<file path="src/rtl/mips_pkg.sv">
// rtl/mips_pkg.sv - shared MIPS datapath constants, op encodings and mul/div state type
package mips_pkg;

   localparam int DATA_WIDTH = 32;

   typedef enum logic [1:0] {
      MD_MULT  = 2'b00,
      MD_MULTU = 2'b01,
      MD_DIV   = 2'b10,
      MD_DIVU  = 2'b11
   } md_op_t;

   typedef enum logic [1:0] {
      IDLE = 2'b00,
      CALC = 2'b01,
      FIX  = 2'b10
   } md_state_t;

endpackage

</file>
<file path="src/rtl/mul_div_unit.sv">
// rtl/mul_div_unit.sv - iterative 32-bit multiply/divide unit owning HI/LO
module mul_div_unit
   import mips_pkg::*;
(
   input  logic                  clk,
   input  logic                  resetn,
   input  logic                  start,
   input  logic [1:0]            op,
   input  logic [DATA_WIDTH-1:0] A,
   input  logic [DATA_WIDTH-1:0] B,
   input  logic                  hi_we,
   input  logic                  lo_we,
   input  logic [DATA_WIDTH-1:0] wdata,
   output logic                  busy,
   output logic                  done,
   output logic [DATA_WIDTH-1:0] hi,
   output logic [DATA_WIDTH-1:0] lo
);

   localparam int W  = DATA_WIDTH;
   localparam int CW = $clog2(DATA_WIDTH);

   md_state_t       state, state_next;
   logic            accept;
   logic [CW-1:0]   count;
   logic            is_div_q;
   logic            neg_q;      // negate product (mul) or quotient (div)
   logic            neg_r;      // negate remainder (dividend was negative)
   logic [W-1:0]    opnd;       // multiplicand magnitude or divisor magnitude
   logic [2*W-1:0]  acc;        // product accumulator, or {remainder, quotient}
   logic [2*W-1:0]  acc_next;

   logic            is_div_in, is_signed_in, a_neg, b_neg, b_zero;
   logic            neg_q_in, neg_r_in;
   logic [W-1:0]    a_mag_in, b_mag_in;

   logic [W:0]      add_sum;
   logic [W:0]      sub_diff;
   logic [2*W-1:0]  prod_fix;
   logic [W-1:0]    quot_fix, rem_fix;

   // Operand pre-processing at start: magnitudes and sign flags.
   // A zero divisor keeps the raw dividend and no sign flags, so the restoring
   // loop naturally yields quotient all-ones and remainder equal to A.
   always_comb begin
      is_div_in    = (op == MD_DIV)  || (op == MD_DIVU);
      is_signed_in = (op == MD_MULT) || (op == MD_DIV);
      a_neg        = is_signed_in & A[W-1];
      b_neg        = is_signed_in & B[W-1];
      b_zero       = is_div_in && (B == '0);
      a_mag_in     = (a_neg && !b_zero) ? -A : A;
      b_mag_in     = b_neg ? -B : B;
      neg_q_in     = (a_neg ^ b_neg) & ~b_zero;
      neg_r_in     = a_neg & ~b_zero;
   end

   // One iteration: shift-add for multiply, restoring subtract for divide.
   always_comb begin
      add_sum  = {1'b0, acc[2*W-1:W]} + {1'b0, opnd};
      sub_diff = acc[2*W-1:W-1] - {1'b0, opnd};
      acc_next = acc;
      if (is_div_q) begin
         if (!sub_diff[W])
            acc_next = {sub_diff[W-1:0], acc[W-2:0], 1'b1};
         else
            acc_next = {acc[2*W-2:0], 1'b0};
      end else begin
         if (acc[0])
            acc_next = {add_sum, acc[W-1:1]};
         else
            acc_next = {1'b0, acc[2*W-1:1]};
      end
   end

   // Sign post-correction of the finished result.
   always_comb begin
      prod_fix = neg_q ? -acc : acc;
      quot_fix = neg_q ? -acc[W-1:0] : acc[W-1:0];
      rem_fix  = neg_r ? -acc[2*W-1:W] : acc[2*W-1:W];
   end

   // State register.
   always_ff @(posedge clk or negedge resetn) begin
      if (!resetn)
         state <= IDLE;
      else
         state <= state_next;
   end

   // Next-state logic; FIX already counts as idle for accepting a new start.
   always_comb begin
      state_next = state;
      accept     = 1'b0;
      case (state)
         IDLE: begin
            if (start) begin
               accept     = 1'b1;
               state_next = CALC;
            end
         end
         CALC: begin
            if (&count)
               state_next = FIX;
         end
         FIX: begin
            state_next = IDLE;
            if (start) begin
               accept     = 1'b1;
               state_next = CALC;
            end
         end
         default: state_next = IDLE;
      endcase
   end

   // Datapath, HI/LO and registered status outputs.
   always_ff @(posedge clk or negedge resetn) begin
      if (!resetn) begin
         busy     <= 1'b0;
         done     <= 1'b0;
         hi       <= '0;
         lo       <= '0;
         count    <= '0;
         is_div_q <= 1'b0;
         neg_q    <= 1'b0;
         neg_r    <= 1'b0;
         opnd     <= '0;
         acc      <= '0;
      end else begin
         busy <= (state_next != IDLE);
         done <= (state == FIX);
         if (state == IDLE) begin
            if (hi_we) hi <= wdata;
            if (lo_we) lo <= wdata;
         end
         if (state == FIX) begin
            if (is_div_q) begin
               hi <= rem_fix;
               lo <= quot_fix;
            end else begin
               {hi, lo} <= prod_fix;
            end
         end
         if (accept) begin
            count    <= '0;
            is_div_q <= is_div_in;
            neg_q    <= neg_q_in;
            neg_r    <= neg_r_in;
            opnd     <= is_div_in ? b_mag_in : a_mag_in;
            acc      <= is_div_in ? {{W{1'b0}}, a_mag_in} : {{W{1'b0}}, b_mag_in};
         end else if (state == CALC) begin
            count <= count + 1'b1;
            acc   <= acc_next;
         end
      end
   end

endmodule

</file>
<file path="config.mk">
export PLATFORM = sky130hd
export DESIGN_NAME = mul_div_unit
export DESIGN_NICKNAME = d
export VERILOG_FILES = /design/src/rtl/mips_pkg.sv /design/src/rtl/mul_div_unit.sv
export SDC_FILE = /design/constraint.sdc
export NUM_CORES = 1
export LEC_CHECK = 0
export CAP_MARGIN = 20
export CORE_ASPECT_RATIO = 1.5
export CORE_MARGIN = 2
export CORE_UTILIZATION = 45
export DETAILED_ROUTE_END_ITERATION = 8
export GPL_TIMING_DRIVEN = 0
export PLACE_DENSITY = 0.66
export SKIP_CTS_REPAIR_TIMING = 1
export SLEW_MARGIN = 20
export SYNTH_ARGS = -nofsm -noshare
export SYNTH_HDL_FRONTEND = slang
export SYNTH_SLANG_ARGS = --single-unit
</file>
<file path="constraint.sdc">
create_clock -name clk -period 5.3 [get_ports clk]
set_clock_uncertainty 0.15 [all_clocks]
set_input_delay 0.53 -clock clk [delete_from_list [all_inputs] [get_ports clk]]
set_output_delay 0.53 -clock clk [all_outputs]
set_load 0.005 [all_outputs]
</file>
==> reports/results.txt <==
H-tree depth -> 4
synthesized instance count -> 1855
Core Area -> 32700 um2
Power per Cell Area -> 767 nW/um2
TritonCTS buffer count -> 17
clk_lat worst skew -> 0.47 ns
full die area -> 34800 um2
crit path kind -> register to register
Total Wirelength -> 61700 um
Yosys reg bits -> 172
outcome -> finished, final reports clean
Vias/cell -> 6.36
Top FF cell, synth -> dfrtp_1
Max clock buf depth -> 2
# clock sinks -> 172
Top Metal Used -> met4
CP arrival -> 5.30 ns
# DRC -> 0
DR WL met2 -> 29300 um
Post-Layout Cell Count -> 2472
# Max-Cap Violations -> 0
vias in the first global route -> 15300
dpl hpwl -> 48800 um
io pins -> 169
largest net degree at the start of global routing -> 67
Max Clk Rate -> 195 MHz
hold path start -> lo[11]
die height -> 227 um
worst path required time -> 5.48 ns
EDFF count, synth -> 0
Yosys cell types -> 72
Final Hold Violating Endpoints -> 0
all-layer global routing usage -> 35.1%
relative slew slack -> 25.9%
Area growth syn-to-layout -> 19.1%
max-slew violation count -> 0
RePlAce Congestion -> 1.05
FF-to-FF Start -> acc[0]
Hold Crit Depth -> 2
Critical Path Source -> acc[0]
Final #Nets -> 2220
commonest cells after routing, fill and taps aside -> nand2_1 (215), dfrtp_1 (172), clkdlybuf4s50_1 (167)
layout cells sized above 1 -> 3.11%
routed via count -> 15700
RSZ-0062 raised after global routing -> no
r2r setup slk -> 0.18 ns
min cycle time layout -> 5.12 ns
Placed Cells -> 2440
Tcrit/Tclk final -> 96.5%
critical-path maximum fanout -> 10
measured slew at the worst slew-check pin -> 1.10 ns
Mapped Area -> 15000 um2
CP endpoint kind -> register
Post-Syn Area per Cell -> 8.07 um2
ant diodes -> 0
Post-Syn Nets -> 2030
TritonCTS clock tree -> yes
routed wl met3 -> 3650 um
Yosys warning total -> 0
total power -> 13.7 mW
Final Setup Violations -> 0
first-pass GRT wire length -> 92300 um
initial antenna violation count -> 0
chip width -> 153 um
sequential fraction of the synthesis area -> 28.7%
commonest non-fill, non-tap cell in the layout -> nand2_1
total routed wire length on the met1 layer -> 22700 um
wire length per cell -> 25.0 um
Static Leakage -> 7.26 nW
r2r worst-path depth -> 13
post-route ant nets -> 0
PortBufs -> 168
root cell of the clock tree -> clkbuf_16
Post-synth ARST share -> 100%
Peak VDD IR -> 309 uV
total gr overflow -> 0
Hold WC Path Type -> register to register
initial DRC count -> 1317
row count -> 81
initial core utilization -> 45.8%
clock-pin slew on the worst setup and hold paths -> 0.08 ns
1st-pass router iterations -> 5
startpoint types -> register
## final cells by class
| cell class | count | area, um2 |
|---|---|---|
| Clock inverter | 11 | 135 |
| Clock buffer | 20 | 447 |
| Sequential cell | 172 | 4300 |
| Inverter | 63 | 236 |
| Fill cell | 3162 | 14900 |
| Buffer | 120 | 457 |
| Tap cell | 415 | 519 |
| Timing Repair Buffer | 171 | 1750 |
| Multi-Input combinational cell | 1500 | 9980 |
## cell usage after synthesis (8+ instances only)
master	n	area share, %
a211oi_1	19	0.95
a21o_1	32	1.6
a21oi_1	137	4.6
a221oi_1	8	0.47
a22oi_1	13	0.65
a311oi_1	8	0.47
a31oi_1	17	0.71
and3_1	14	0.58
clkbuf_1	111	2.8
dfrtp_1	172	29
ha_1	70	5.8
inv_1	61	1.5
mux2i_1	71	4.7
nand2_1	215	5.4
nand2b_1	23	0.96
nand3_1	27	0.90
nand4_1	19	0.79
nor2_1	133	3.3
nor2b_1	23	0.96
nor3_1	38	1.3
nor4_1	17	0.71
o211ai_1	36	1.8
o21a_1	11	0.55
o21ai_0	135	4.5
o21bai_1	10	0.50
o221ai_1	68	4.0
o22ai_1	9	0.38
o31ai_1	49	2.5
o41ai_1	11	0.64
or3_1	17	0.71
or4_1	13	0.65
xnor2_1	83	4.9
xor2_1	84	4.9
## final timing paths
path                       endpoint
hold reg to reg              lo[11]
max in group asynchronous    lo[26]
hold / removal               lo[11]
setup / recovery             hi[16]
min in group asynchronous  opnd[12]
setup reg to reg             hi[16]
## kinds of logic after synthesis
| group | share of synthesized area (%) |
|---|---|
| fa+ha+maj | 6.12 |
| flops | 28.7 |
| xor+xnor | 9.77 |
| mux | 5.12 |
| simple gates | 18.4 |
| buf+inv | 4.62 |
| compound gates | 27.3 |
## where the power goes
group | internal [mW] | switching (mW)
Sequential | 1.98 | 0.982
Combinational | 3.84 | 5.57
Clock | 0.712 | 0.592
## layer usage
metal	GRT usage (%)	vias to the layer above
met4	30.0	0
met2	59.2	742
met3	4.51	202
met5	0	-
met1	39.6	7537
li1	-	7236
## metrics by stage
stage | cell area [um2] | TNS [ns] | hold WS [ns] | utilization (%) | worst slack, ns
after floorplan | 15000 | 0 | 0.0844 | - | 1.55
after global placement | 17200 | -680.10 | 0.310 | 52.5 | -3.98
after detailed placement | 17200 | 0 | 0.316 | 52.7 | 0.232
after CTS | 17800 | 0 | -0.155 | 54.4 | 0.203
after global routing | 17800 | 0 | 0.351 | 54.5 | 0.00330
final | 17800 | 0 | 0.323 | 54.5 | 0.184
## flip-flops by register name, summed over array words and instances (netlist names)
register and count:
busy 1, count 5, done 1, lo 32, state 2, opnd 32, neg_r 1, acc 64
neg_q 1, is_div_q 1, hi 32
## critical path, cell delays in order, from the launching register on
cell      delay [ns]
dfrtp_1         0.36
clkbuf_1        0.36
inv_1           0.23
clkbuf_1        0.54
ha_1            0.27
or3b_2          0.50
or4_1           0.55
nand2b_1        0.36
or2_2           0.38
nor2_1          0.32
nor2_1          0.07
o21ai_0         0.21
xor2_1          0.54
a21oi_1         0.14
Note: power is estimated with default switching activity, not from simulation.
